===== config.mk =====
export PLATFORM = sky130hd
export DESIGN_NAME = maq_bcd_cont
export DESIGN_NICKNAME = d
export VERILOG_FILES = /design/src/rtl/maq_pkg.sv /design/src/rtl/maq_bcd_digit.sv /design/src/rtl/maq_bcd_cont.sv
export SDC_FILE = /design/constraint.sdc
export NUM_CORES = 1
export LEC_CHECK = 0
export ABC_AREA = 0
export CORE_MARGIN = 2
export CORE_UTILIZATION = 35
export DETAILED_ROUTE_END_ITERATION = 8
export DONT_BUFFER_PORTS = 1
export HOLD_SLACK_MARGIN = 0.12
export PLACE_DENSITY_LB_ADDON = 0.3
export REMOVE_ABC_BUFFERS = 1
export SYNTH_ARGS = -nofsm -noshare
export SYNTH_HDL_FRONTEND = slang
export SYNTH_SLANG_ARGS = --single-unit

===== constraint.sdc =====
create_clock -name maqb_clock -period 2.9 [get_ports maqb_clock]
set_input_delay 0.435 -clock maqb_clock [delete_from_list [all_inputs] [get_ports maqb_clock]]
set_output_delay 0.435 -clock maqb_clock [all_outputs]
set_load 0.005 [all_outputs]

===== src/rtl/maq_pkg.sv =====
// maq_pkg: BCD digit type, digit limits and the BCD-to-integer helper
// shared by the maq_bcd_cont clock-field counter and its digit cells.
package maq_pkg;

    typedef logic [3:0] bcd_digit_t;

    localparam bcd_digit_t BCD_MAX = 4'd9;
    localparam bcd_digit_t BCD_MIN = 4'd0;

    // Decimal weight of a two-digit BCD pair; only feeds comparators, never the datapath.
    function automatic int bcd_to_int(input bcd_digit_t msd, input bcd_digit_t lsd);
        return 10 * int'(msd) + int'(lsd);
    endfunction

endpackage


===== src/rtl/maq_bcd_digit.sv =====
// maq_bcd_digit: one BCD digit register with step, carry/borrow out and preset.
// The borrow path exists only when MAQB_DOWN_EN is defined.
module maq_bcd_digit
    import maq_pkg::*;
#(
    parameter int W       = 4,
    parameter int MAX_D   = 9,
    parameter int RESET_D = 0
) (
    input  logic         clk_i,
    input  logic         rst_n_i,
    input  logic         ld_i,
    input  logic [W-1:0] ld_val_i,
    input  logic         step_i,
    input  logic         down_i,
    output logic [W-1:0] q_o,
    output logic         carry_o
);

    localparam logic [W-1:0] TOP    = W'(MAX_D);
    localparam logic [W-1:0] BOTTOM = W'(BCD_MIN);
    localparam logic [W-1:0] ONE    = W'(1);

    logic [W-1:0] q_q;
    logic [W-1:0] q_d;
    logic         downEff;
    logic         atEdge;

`ifdef MAQB_DOWN_EN
    assign downEff = down_i;
`else
    logic unusedDown;
    assign unusedDown = down_i;
    assign downEff    = 1'b0;
`endif

    // The digit rolls over when it sits at the end of its range in the step direction.
    assign atEdge  = downEff ? (q_q == BOTTOM) : (q_q == TOP);
    assign carry_o = step_i & atEdge;

    always_comb begin
        q_d = q_q;
        if (ld_i) begin
            q_d = ld_val_i;
        end else if (step_i) begin
            if (atEdge) begin
                q_d = downEff ? TOP : BOTTOM;
            end else begin
                q_d = downEff ? (q_q - ONE) : (q_q + ONE);
            end
        end
    end

    always_ff @(posedge clk_i or negedge rst_n_i) begin
        if (!rst_n_i) begin
            q_q <= W'(RESET_D);
        end else begin
            q_q <= q_d;
        end
    end

    assign q_o = q_q;

endmodule


===== src/rtl/maq_bcd_cont.sv =====
// maq_bcd_cont: two-digit BCD modulo counter for one digital-clock field.
// Define MAQB_DOWN_EN to honour maqb_dir and build the down-count path.
module maq_bcd_cont
    import maq_pkg::*;
#(
    parameter int MSD_W     = 3,
    parameter int MIN_VAL   = 0,
    parameter int MAX_VAL   = 59,
    parameter int RESET_VAL = 59
) (
    input  logic             maqb_clock,
    input  logic             maqb_reset,
    input  logic             maqb_enable,
    input  logic             maqb_incremento,
    input  logic             maqb_dir,
    input  logic             maqb_load,
    input  logic [3:0]       maqb_load_lsd,
    input  logic [MSD_W-1:0] maqb_load_msd,
    output logic [3:0]       maqb_Lsd,
    output logic [MSD_W-1:0] maqb_Msd,
    output logic             maqb_tc,
    output logic             maqb_wrap
);

    localparam bcd_digit_t       MIN_LSD = bcd_digit_t'(MIN_VAL % 10);
    localparam logic [MSD_W-1:0] MIN_MSD = MSD_W'(MIN_VAL / 10);
    localparam bcd_digit_t       MAX_LSD = bcd_digit_t'(MAX_VAL % 10);
    localparam logic [MSD_W-1:0] MAX_MSD = MSD_W'(MAX_VAL / 10);

    bcd_digit_t       curLsd;
    logic [MSD_W-1:0] curMsd;
    bcd_digit_t       msdWide;
    bcd_digit_t       loadMsdWide;
    int               curVal;
    int               presetVal;
    logic             downEff;
    logic             atMax;
    logic             atMin;
    logic             countEn;
    logic             digitLd;
    logic             lsdStep;
    logic             lsdCarry;
    bcd_digit_t       ldLsd;
    logic [MSD_W-1:0] ldMsd;
    logic             wrap_q;
    logic             wrap_d;
    logic             unusedMsdCarry;

`ifdef MAQB_DOWN_EN
    assign downEff = maqb_dir;
`else
    logic unusedDir;
    assign unusedDir = maqb_dir;
    assign downEff   = 1'b0;
`endif

    always_comb begin
        msdWide                  = '0;
        msdWide[MSD_W-1:0]       = curMsd;
        loadMsdWide              = '0;
        loadMsdWide[MSD_W-1:0]   = maqb_load_msd;
    end

    assign curVal    = bcd_to_int(msdWide, curLsd);
    assign presetVal = bcd_to_int(loadMsdWide, maqb_load_lsd);
    assign atMax     = (curVal == MAX_VAL);
    assign atMin     = (curVal == MIN_VAL);
    assign maqb_tc   = downEff ? atMin : atMax;

    // A field wrap is a forced preset of the opposite limit, so it shares the load path.
    assign countEn = maqb_enable & maqb_incremento & ~maqb_load;
    assign wrap_d  = countEn & maqb_tc;
    assign digitLd = maqb_load | wrap_d;
    assign lsdStep = countEn & ~maqb_tc;

    always_comb begin
        ldLsd = MIN_LSD;
        ldMsd = MIN_MSD;
        if (maqb_load) begin
            if ((maqb_load_lsd > BCD_MAX) || (presetVal > MAX_VAL)) begin
                ldLsd = MAX_LSD;
                ldMsd = MAX_MSD;
            end else if (presetVal < MIN_VAL) begin
                ldLsd = MIN_LSD;
                ldMsd = MIN_MSD;
            end else begin
                ldLsd = maqb_load_lsd;
                ldMsd = maqb_load_msd;
            end
        end else if (downEff) begin
            ldLsd = MAX_LSD;
            ldMsd = MAX_MSD;
        end
    end

    maq_bcd_digit #(
        .W       (4),
        .MAX_D   (9),
        .RESET_D (RESET_VAL % 10)
    ) u_lsd (
        .clk_i    (maqb_clock),
        .rst_n_i  (maqb_reset),
        .ld_i     (digitLd),
        .ld_val_i (ldLsd),
        .step_i   (lsdStep),
        .down_i   (downEff),
        .q_o      (curLsd),
        .carry_o  (lsdCarry)
    );

    maq_bcd_digit #(
        .W       (MSD_W),
        .MAX_D   (MAX_VAL / 10),
        .RESET_D (RESET_VAL / 10)
    ) u_msd (
        .clk_i    (maqb_clock),
        .rst_n_i  (maqb_reset),
        .ld_i     (digitLd),
        .ld_val_i (ldMsd),
        .step_i   (lsdCarry),
        .down_i   (downEff),
        .q_o      (curMsd),
        .carry_o  (unusedMsdCarry)
    );

    always_ff @(posedge maqb_clock or negedge maqb_reset) begin
        if (!maqb_reset) begin
            wrap_q <= 1'b0;
        end else begin
            wrap_q <= wrap_d;
        end
    end

    assign maqb_Lsd  = curLsd;
    assign maqb_Msd  = curMsd;
    assign maqb_wrap = wrap_q;

    // The count must never leave its field and the low digit must stay valid BCD.
    assert property (@(posedge maqb_clock) disable iff (!maqb_reset)
        (curLsd <= BCD_MAX) && (curVal >= MIN_VAL) && (curVal <= MAX_VAL));

endmodule


==> results.json, run 1 <==
{
  "crit_arrival_ns": 2.21,
  "crit_path_end_kind": "primary output",
  "reg2regPathDepth": 7,
  "fin_crit_ns": 2.65,
  "finalNetCount": 122,
  "whs_path_depth": 1,
  "clockBufferDepth": 2,
  "netlist_area_sq_um": 890,
  "numCtsBuffers": 3,
  "synth_top_area_share_pct": 16.9,
  "startpoint_type": "flip-flop",
  "ioPinCount": 22,
  "async_reset_ff_share_pct": 100,
  "relSlewSlack_pct": 74.2,
  "fin_ws_ns": 0.250,
  "avgSynthCellArea_sq_um": 9.67,
  "viasPerCell": 5.87,
  "n_antenna_cell": 0,
  "dp_slack_ns": 0.447,
  "setup_violations": 0,
  "dp_hpwl_um": 1620,
  "grt_pass1_vias": 793,
  "fp.dieW_um": 54.4,
  "io_buffers": 0,
  "worstMarginPinSlew_ns": 0.385,
  "leakage_nw": 0.399,
  "cts_tree": "yes",
  "synth_ff_type": "dfstp_2",
  "status": "finished, final reports clean",
  "synth_edf_count": 0,
  "wire_per_inst_um": 16.3,
  "fin_util_pct": 39.1,
  "grt_max_degree": 14,
  "clkTransAtPathRegs_ns": 0.05,
  "period_share_pct": 91.4,
  "n_fill_cell": 264,
  "irDropWorstVdd_mv": 0.212,
  "finalSetupTns_ns": 0,
  "yosys_warnings": 0,
  "synthTopCellsByArea": "ha_1 (17%), dfstp_2 (12%), dfrtp_1 (11%)",
  "die_area_sq_mm": 0.00296,
  "hp-class": "in2reg",
  "drt-initial-drc-count": 8,
  "synth-seq-cells": 8,
  "cp-startpoint": "u_msd.q_o[0]$_DFFE_PN1P_",
  "core_area_sq_mm": 0.00243,
  "globalRouteTotalUtil_pct": 15.0,
  "ff_latch_area_sq_um": 205,
  "path_cells": "ha_1 > ha_1 > a21oi_1 > a21boi_0 > nor4_4",
  "critPathKind": "reg2out",
  "drt-total-wl_um": 2030,
  "power.density_mw_per_mm2": 485,
  "cts-resized-gates": 0,
  "drtAntennaViolNets": 0,
  "r2r-start": "u_msd.q_o[0]$_DFFE_PN1P_",
  "antenna_found_initial": 0,
  "max_cap_violations": 0,
  "dr.pass1.iters": 4,
  "cp.required_ns": 2.47,
  "cts_root_buf": "clkbuf_4",
  "via_count": 728,
  "synth_top_area_cell": "ha_1",
  "syn_inst": 92,
  "initial_core_util_pct": 36.6,
  "syn_to_final_growth_pct": 6.89,
  "stdcell_area_sq_um": 951,
  "synthTopCellsByCount": "ha_1 (12), nand2_1 (6), inv_1 (5)",
  "seq_area_frac_synth_pct": 23.1,
  "multi_input_area_sq_um": 653,
  "num_rows": 18,
  "synth.most_common_cell": "ha_1",
  "grt_first_pass_wirelength_um": 3180,
  "htreeDepth": 1,
  "clock_latency_ns": 0.25,
  "synth.distinct_cells": 44,
  "slew_violations": 0,
  "final_layout_size_suffix_gt1_share_pct": 12.8,
  "hold_viol": 0,
  "drc": 0,
  "grt_setup_unrepaired": "no",
  "slowest_delay_ns": 0.61,
  "place_congestion": 0.768,
  "die_h_um": 54.4,
  "r2r_setup_slack_ns": 0.43,
  "place_area_sq_um": 915,
  "path_max_fanout": 6,
  "fin_skew_ns": 0.00319,
  "min_from": "maqb_load",
  "whs_endpoint": "maqb_wrap$_DFF_PN0_",
  "grt_overflow_total": 0,
  "fmax_ghz": 0.377,
  "worstReg2RegEnd": "u_lsd.q_o[1]$_DFFE_PN0P_",
  "crit_path_frequent_cell": "ha_1",
  "clock_sinks": 8,
  "cp_slowest_cell": "dfstp_2"
}
## layout by cell type (no fill, tap or decap), types with 2 or more instances in the layout
cell type  instances
nor2_1             3
a21o_1             2
xor2_1             3
xnor2_1            3
nand3_1            4
inv_1              5
o32a_1             2
dfrtp_1            4
o22ai_1            2
a22oi_1            2
ha_1              12
dfstp_2            4
fa_1               2
nand3b_1           2
o21ai_0            2
o31ai_1            2
nand4_1            3
clkbuf_4           3
a21oi_1            3
nand2_1            6
## sequential cells by signal, indices dropped and copies added, names as in the netlist
signal and count:
maqb_wrap 1, u_lsd.q_o 4, u_msd.q_o 3
## worst max-delay path: cells and delay by family (launching register included)
family / cells / cell delay [ns]
and+or+nand+nor: 1 / 0.43
DFF: 1 / 0.61
AOI/OAI and AO/OA: 2 / 0.34
adders and majority gates: 2 / 0.58
## routing by layer
layer	vias to the layer above	global-route usage (%)	share of wire (%)
li1	357	-	-
met1	346	16.2	43
met2	21	26.7	49
met3	4	3.01	6.1
met4	0	8.75	1.7
met5	-	0	0
## through the flow
stage	std cells	power [W]	hold slack (ns)
detailed placement	119	0.000371	0.140
global placement	119	0.000364	0.140
floorplan	89	0.000328	0.139
CTS	124	0.000468	0.249
finish	124	0.000462	0.258
global route	124	0.000504	0.246
## worst max path at each step
stage | end | slack [ns] | cells after the start
floorplan | u_lsd.q_o[0]$_DFFE_PN1P_ | 0.63 | 8
detailed placement | u_lsd.q_o[1]$_DFFE_PN0P_ | 0.45 | 7
global route | maqb_tc | 0.10 | 5
finish | maqb_tc | 0.25 | 5
global placement | u_lsd.q_o[1]$_DFFE_PN0P_ | 0.50 | 7
CTS | maqb_tc | 0.23 | 5
## what timing repair did
action | 4_1_cts | 5_1_grt
hold buffers | 1 | 0
hold endpoints to repair | 8 | 0
buffers inserted | 0 | 0
## cells by family after synthesis
kind of cell | after synthesis | share of synthesized area, %
simple gates | 29 | 22.1
compound gates | 26 | 22.9
fa+ha+maj | 14 | 21.4
buf+inv | 8 | 3.52
flops | 8 | 23.1
xor+xnor | 6 | 5.91
mux | 1 | 1.13
## power by group
group	internal [W]	switching (W)
registers	0.000137	0.0000370
logic	0.0000949	0.000104
clock network	0.0000525	0.0000362
total	0.000284	0.000178
## layout make-up
cell class	count	share of cell area [%]
sequential	8	21.6
multi-input combinational	76	68.7
inverter	5	1.97
tap	30	3.95
timing repair buffer	1	1.05
clock buffer	4	2.76
(Power assumes the default switching activity.)
==> run 2, diff against run 1 <==
PLACE_DENSITY_LB_ADDON = 0.2   (was 0.3)
==> run 2 against run 1 <==
Net effect: combinational power about the same; critical path depth unchanged; non-clock buffer count did not move; first-iteration DRC count increased by 38%; clock-buffer cell count unchanged; total power down 0.31%; clock power hardly changed; setup slack gained 0.015 ns; sequential cell count did not move; utilization stayed put; sequential power is essentially flat; critical endpoint unchanged; largest cell class unchanged.
==> results.json, run 2 (same netlist as run 1, synthesis figures left out) <==
{
  "startpoint_type": "flip-flop",
  "final_cell_mix": "ha_1 (12), nand2_1 (6), inv_1 (5)",
  "finalSetupTns_ns": 0,
  "worstMarginPinSlew_ns": 0.383,
  "fin_crit_ns": 2.64,
  "hp-class": "in2reg",
  "final_layout_size_suffix_gt1_share_pct": 12.8,
  "drc": 0,
  "dp_hpwl_um": 1650,
  "drtAntennaViolNets": 0,
  "fin_ws_ns": 0.265,
  "multi_input_area_sq_um": 653,
  "r2r-start": "u_msd.q_o[0]$_DFFE_PN1P_",
  "place_area_sq_um": 915,
  "initial_core_util_pct": 36.6,
  "power.density_mw_per_mm2": 484,
  "antenna_found_initial": 0,
  "syn_to_final_growth_pct": 6.89,
  "fin_util_pct": 39.1,
  "grt_first_pass_wirelength_um": 3050,
  "crit_path_frequent_cell": "ha_1",
  "ff_latch_area_sq_um": 205,
  "dr.pass1.iters": 4,
  "n_fill_cell": 255,
  "status": "finished, final reports clean",
  "fmax_ghz": 0.380,
  "die_area_sq_mm": 0.00296,
  "crit_arrival_ns": 2.20,
  "fin_skew_ns": 0.0103,
  "setup_violations": 0,
  "clock_sinks": 8,
  "max_cap_violations": 0,
  "globalRouteTotalUtil_pct": 14.4,
  "irDropWorstVdd_mv": 0.228,
  "relSlewSlack_pct": 74.2,
  "viasPerCell": 5.85,
  "cp-startpoint": "u_msd.q_o[0]$_DFFE_PN1P_",
  "numCtsBuffers": 3,
  "largest_reg_flops": 4,
  "leakage_nw": 0.399,
  "grt_overflow_total": 0,
  "die_h_um": 54.4,
  "place_congestion": 0.700,
  "holdWs_ns": 0.268,
  "drt-initial-drc-count": 11,
  "ioPinCount": 22,
  "htreeDepth": 1,
  "num_rows": 18,
  "finalNetCount": 122,
  "cts_tree": "yes",
  "n_antenna_cell": 0,
  "fp.dieW_um": 54.4,
  "grt_max_degree": 14,
  "crit_path_end_kind": "primary output",
  "critPathKind": "reg2out",
  "min_from": "maqb_load",
  "hold_viol": 0,
  "cts_root_buf": "clkbuf_4",
  "clock_latency_ns": 0.25,
  "grt_pass1_vias": 698,
  "stdcell_area_sq_um": 951,
  "wire_per_inst_um": 16.1,
  "period_share_pct": 90.9,
  "path_cells": "ha_1 > ha_1 > a21oi_1 > a21boi_0 > nor4_4",
  "core_area_sq_mm": 0.00243,
  "dp_slack_ns": 0.406,
  "io_buffers": 0,
  "slew_violations": 0,
  "slowest_delay_ns": 0.60,
  "grt_setup_unrepaired": "no",
  "mostFrequentLayoutCell": "ha_1",
  "clockBufferDepth": 2,
  "via_count": 725,
  "drt-total-wl_um": 1990,
  "cp_slowest_cell": "dfstp_2",
  "path_max_fanout": 6,
  "cp.required_ns": 2.47,
  "post-cts-setup-buffer-count": 0,
  "clkTransAtPathRegs_ns": 0.05
}
-- run 2: cell counts in the layout (fill, tap and decap cells not counted) --
Identical to the previous run, type by type.
-- run 2: final cells by class --
class,instances,share of cell area [%]
Clock buffer,4,2.76
Inverter,5,1.97
Multi-Input combinational cell,76,68.7
Sequential cell,8,21.6
Tap cell,30,3.95
Timing Repair Buffer,1,1.05
-- run 2: power breakdown --
group          total [W]  switching [W]  leakage (nW)  internal, W
registers       0.000173      0.0000368        0.0951     0.000137
clock network  0.0000887      0.0000362        0.0150    0.0000525
logic           0.000198       0.000103         0.289    0.0000952
total           0.000460       0.000176         0.399     0.000284
-- run 2: per-stage QoR --
stage,std cells,total power [W]
after floorplan,89,0.000328
after global placement,119,0.000365
after detailed placement,119,0.000372
after CTS,124,0.000469
after global routing,124,0.000503
final,124,0.000460
-- run 2: per-layer routing --
layer	GRT usage [%]	up-vias	share of wire [%]	wire length [um]
li1	-	356	-	-
met1	18.2	347	45	899
met2	24.3	20	49	970
met3	2.46	2	5.6	112
met4	5.00	0	0.60	12
met5	0	-	0	0
-- run 2: what timing repair did --
action	CTS	global route
endpoints found under the hold margin	8	0
hold buffers	1	0
resized for setup	0	0
-- run 2: final timing paths --
kind | depth (start not counted) | to | slack [ns]
setup / recovery | 5 | maqb_tc | 0.26
hold / removal | 1 | maqb_wrap$_DFF_PN0_ | 0.27
setup reg to reg | 7 | u_lsd.q_o[1]$_DFFE_PN0P_ | 0.44
hold reg to reg | 2 | u_lsd.q_o[3]$_DFFE_PN1P_ | 0.56
max in group asynchronous | 1 | u_msd.q_o[2]$_DFFE_PN1P_ | 2.05
min in group asynchronous | 1 | u_msd.q_o[1]$_DFFE_PN0P_ | 0.53
-- run 2: worst max-delay path, delay by kind of cell (launching register included) --
family | cells | cell delay [ns]
simple gates | 1 | 0.45
compound gates | 2 | 0.33
fa+ha+maj | 2 | 0.58
flops | 1 | 0.60
==> RTL edit (settings of run 2) <==
`BCD_MAX`: 4'd9 -> 4'd4.
--- a/src/rtl/maq_pkg.sv
+++ b/src/rtl/maq_pkg.sv
@@ -6,3 +6,3 @@
 
-    localparam bcd_digit_t BCD_MAX = 4'd9;
+    localparam bcd_digit_t BCD_MAX = 4'd4;
     localparam bcd_digit_t BCD_MIN = 4'd0;
Function: changed (Yosys sat finds a counterexample within 4 cycles, from zero or initial values and one cycle with maqb_reset low).
==> RTL edit against run 2 <==
- synthesized cell count increased by 11%
- sequential cell count unchanged
- area after synthesis increased by 3.4%
- critical path depth increased by 1
- non-clock buffer count increased by 1
- register-to-register slack got worse by 0.02 ns
- power increased by 12%
- combinational power increased by 26%
- final area increased by 4.5%
- wire length increased by 4.4%
- setup slack improved by 0.0072 ns
==> RTL edit: results (changes against run 2) <==
Status
  • Status: finished clean

Place
  • Global placement routability congestion: 0.853 (+22%)
  • Port buffer count: 0 (unchanged)
  • Inst Count DP: 132 (+11%)
  • Placed Area: 961 um^2 (+5.1%)
  • DP HPWL: 1.65 mm (+0.39%)

Synth
  • Proportion of synthesized area in mux cells: 2.18% (+1.1 points)
  • Compound-cell area share of the yosys netlist: 19.0% (-3.9 points)
  • Post-Synth Adder-Cell Area: 20.7% (-0.70 points)
  • Synth top area cells: ha_1, dfstp_2, dfrtp_1, nand2_1, xnor2_1
  • Register area share after synthesis: 22.3% (-0.75 points)
  • Xor and xnor fraction of the mapped netlist area: 5.71% (-0.19 points)
  • Count of different cell masters after synthesis: 44 (unchanged)
  • Post-synth top cells: nand2_1, ha_1, inv_1
  • Yosys warns: 0 (unchanged)
  • Mapped Cells: 102 (+11%)
  • Post-synth top flop: dfstp_2
  • Ys async rst share: 100% (unchanged)

Final layout
  • Share of cells above drive strength 1: 20.8% (+8.0 points)
  • Final net count: 135 (+11%)
  • Antenna Cells: 0 (unchanged)

Drt
  • Drt pass-1 iters: 4 (unchanged)
  • WL final: 2.08 mm (+4.4%)
  • Number of DRC markers in iteration 0: 17 (+6)
  • WL/cell: 15.3 um (-4.8%)
  • Via count: 752 (+3.7%)

Global route
  • First-pass GRT wire length: 3.60 mm (+18%)
  • Vias in the first global route: 775 (+11%)
  • Largest net degree at the start of global routing: 13 (-1)
  • GRT Util Overall: 14.6% (+0.28 points)
  • Initial antenna violation count: 0 (unchanged)

Clocking
  • Post-CTS Resized: 0 (unchanged)
  • CTS Buffer Depth: 2 (unchanged)
  • Postcts setup bufs: 0 (unchanged)

Timing
  • Max-slew headroom: 74.6% (+0.31 points)
  • Clock Skew: 0.00315 ns (-0.00712 ns)
  • Hold slack: 0.249 ns (-0.0193 ns)

Power
  • Worst vdd ir: 0.000275 V (+21%)
  • Leakage: 0.432 nW (+8.5%)

Critical path
  • Setup CP Type: flip-flop to primary output
  • CP top delay family: adder cells
  • CP max FO: 7 (+1)
  • Slowest-stage cell, CP: dfstp_2
  • Worst path max stage delay: 0.61 ns
  • Worst EP arrival: 2.19 ns
  • Reg2reg setup slack: 0.42 ns (-0.02 ns)

Job
  • Max Cap Viol: 0 (unchanged)
[RTL edit: metal layers]
layer  GRT usage (%)  vias up  routed length (um)
met3            2.58        2                 123
li1                -      382                   -
met2            23.3       23                 959
met4            6.27        0                  19
met5               0        -                   0
met1            19.4      345                 979
[RTL edit: layout make-up]
class / count / area (um^2)
multi-input cells: 87 / 688
fillers: 260 / 1480
clock buffers: 3 / 22.5
well taps: 30 / 37.5
flip-flops and latches: 8 / 205
inverters: 6 / 22.5
repair buffers: 2 / 17.5
[RTL edit: kinds of logic (layout without fill, tap and decap cells)]
group	count (synthesis)	in the layout
xor+xnor	6	6
compound gates	21	21
flops	8	8
mux	2	2
simple gates	44	44
buf+inv	7	11
fa+ha+maj	14	14
[RTL edit: report_power, final]
part           total (mW)  internal (mW)  switching, mW
Clock              0.0868         0.0475         0.0393
Sequential          0.176          0.139         0.0371
Combinational       0.250          0.119          0.131
Total               0.513          0.305          0.208
[RTL edit: stage by stage]
step | power [mW] | utilization [%] | worst slack [ns]
floorplan | 0.371 | - | 0.562
global placement | 0.419 | 38.8 | 0.441
detailed placement | 0.426 | 38.8 | 0.426
CTS | 0.521 | 40.1 | 0.245
global route | 0.566 | 40.1 | 0.0985
finish | 0.513 | 40.1 | 0.272
[RTL edit: path summary, 6_finish.rpt]
| check | from | cells after the start | end |
|---|---|---|---|
| setup reg to reg | u_msd.q_o[0] | 8 | u_msd.q_o[1] |
| setup / recovery | u_msd.q_o[0] | 6 | maqb_tc |
| min in group asynchronous | maqb_reset | 1 | u_lsd.q_o[1] |
| hold reg to reg | u_lsd.q_o[0] | 3 | u_lsd.q_o[0] |
| max in group asynchronous | maqb_reset | 1 | u_msd.q_o[2] |
| hold / removal | maqb_load | 1 | maqb_wrap |
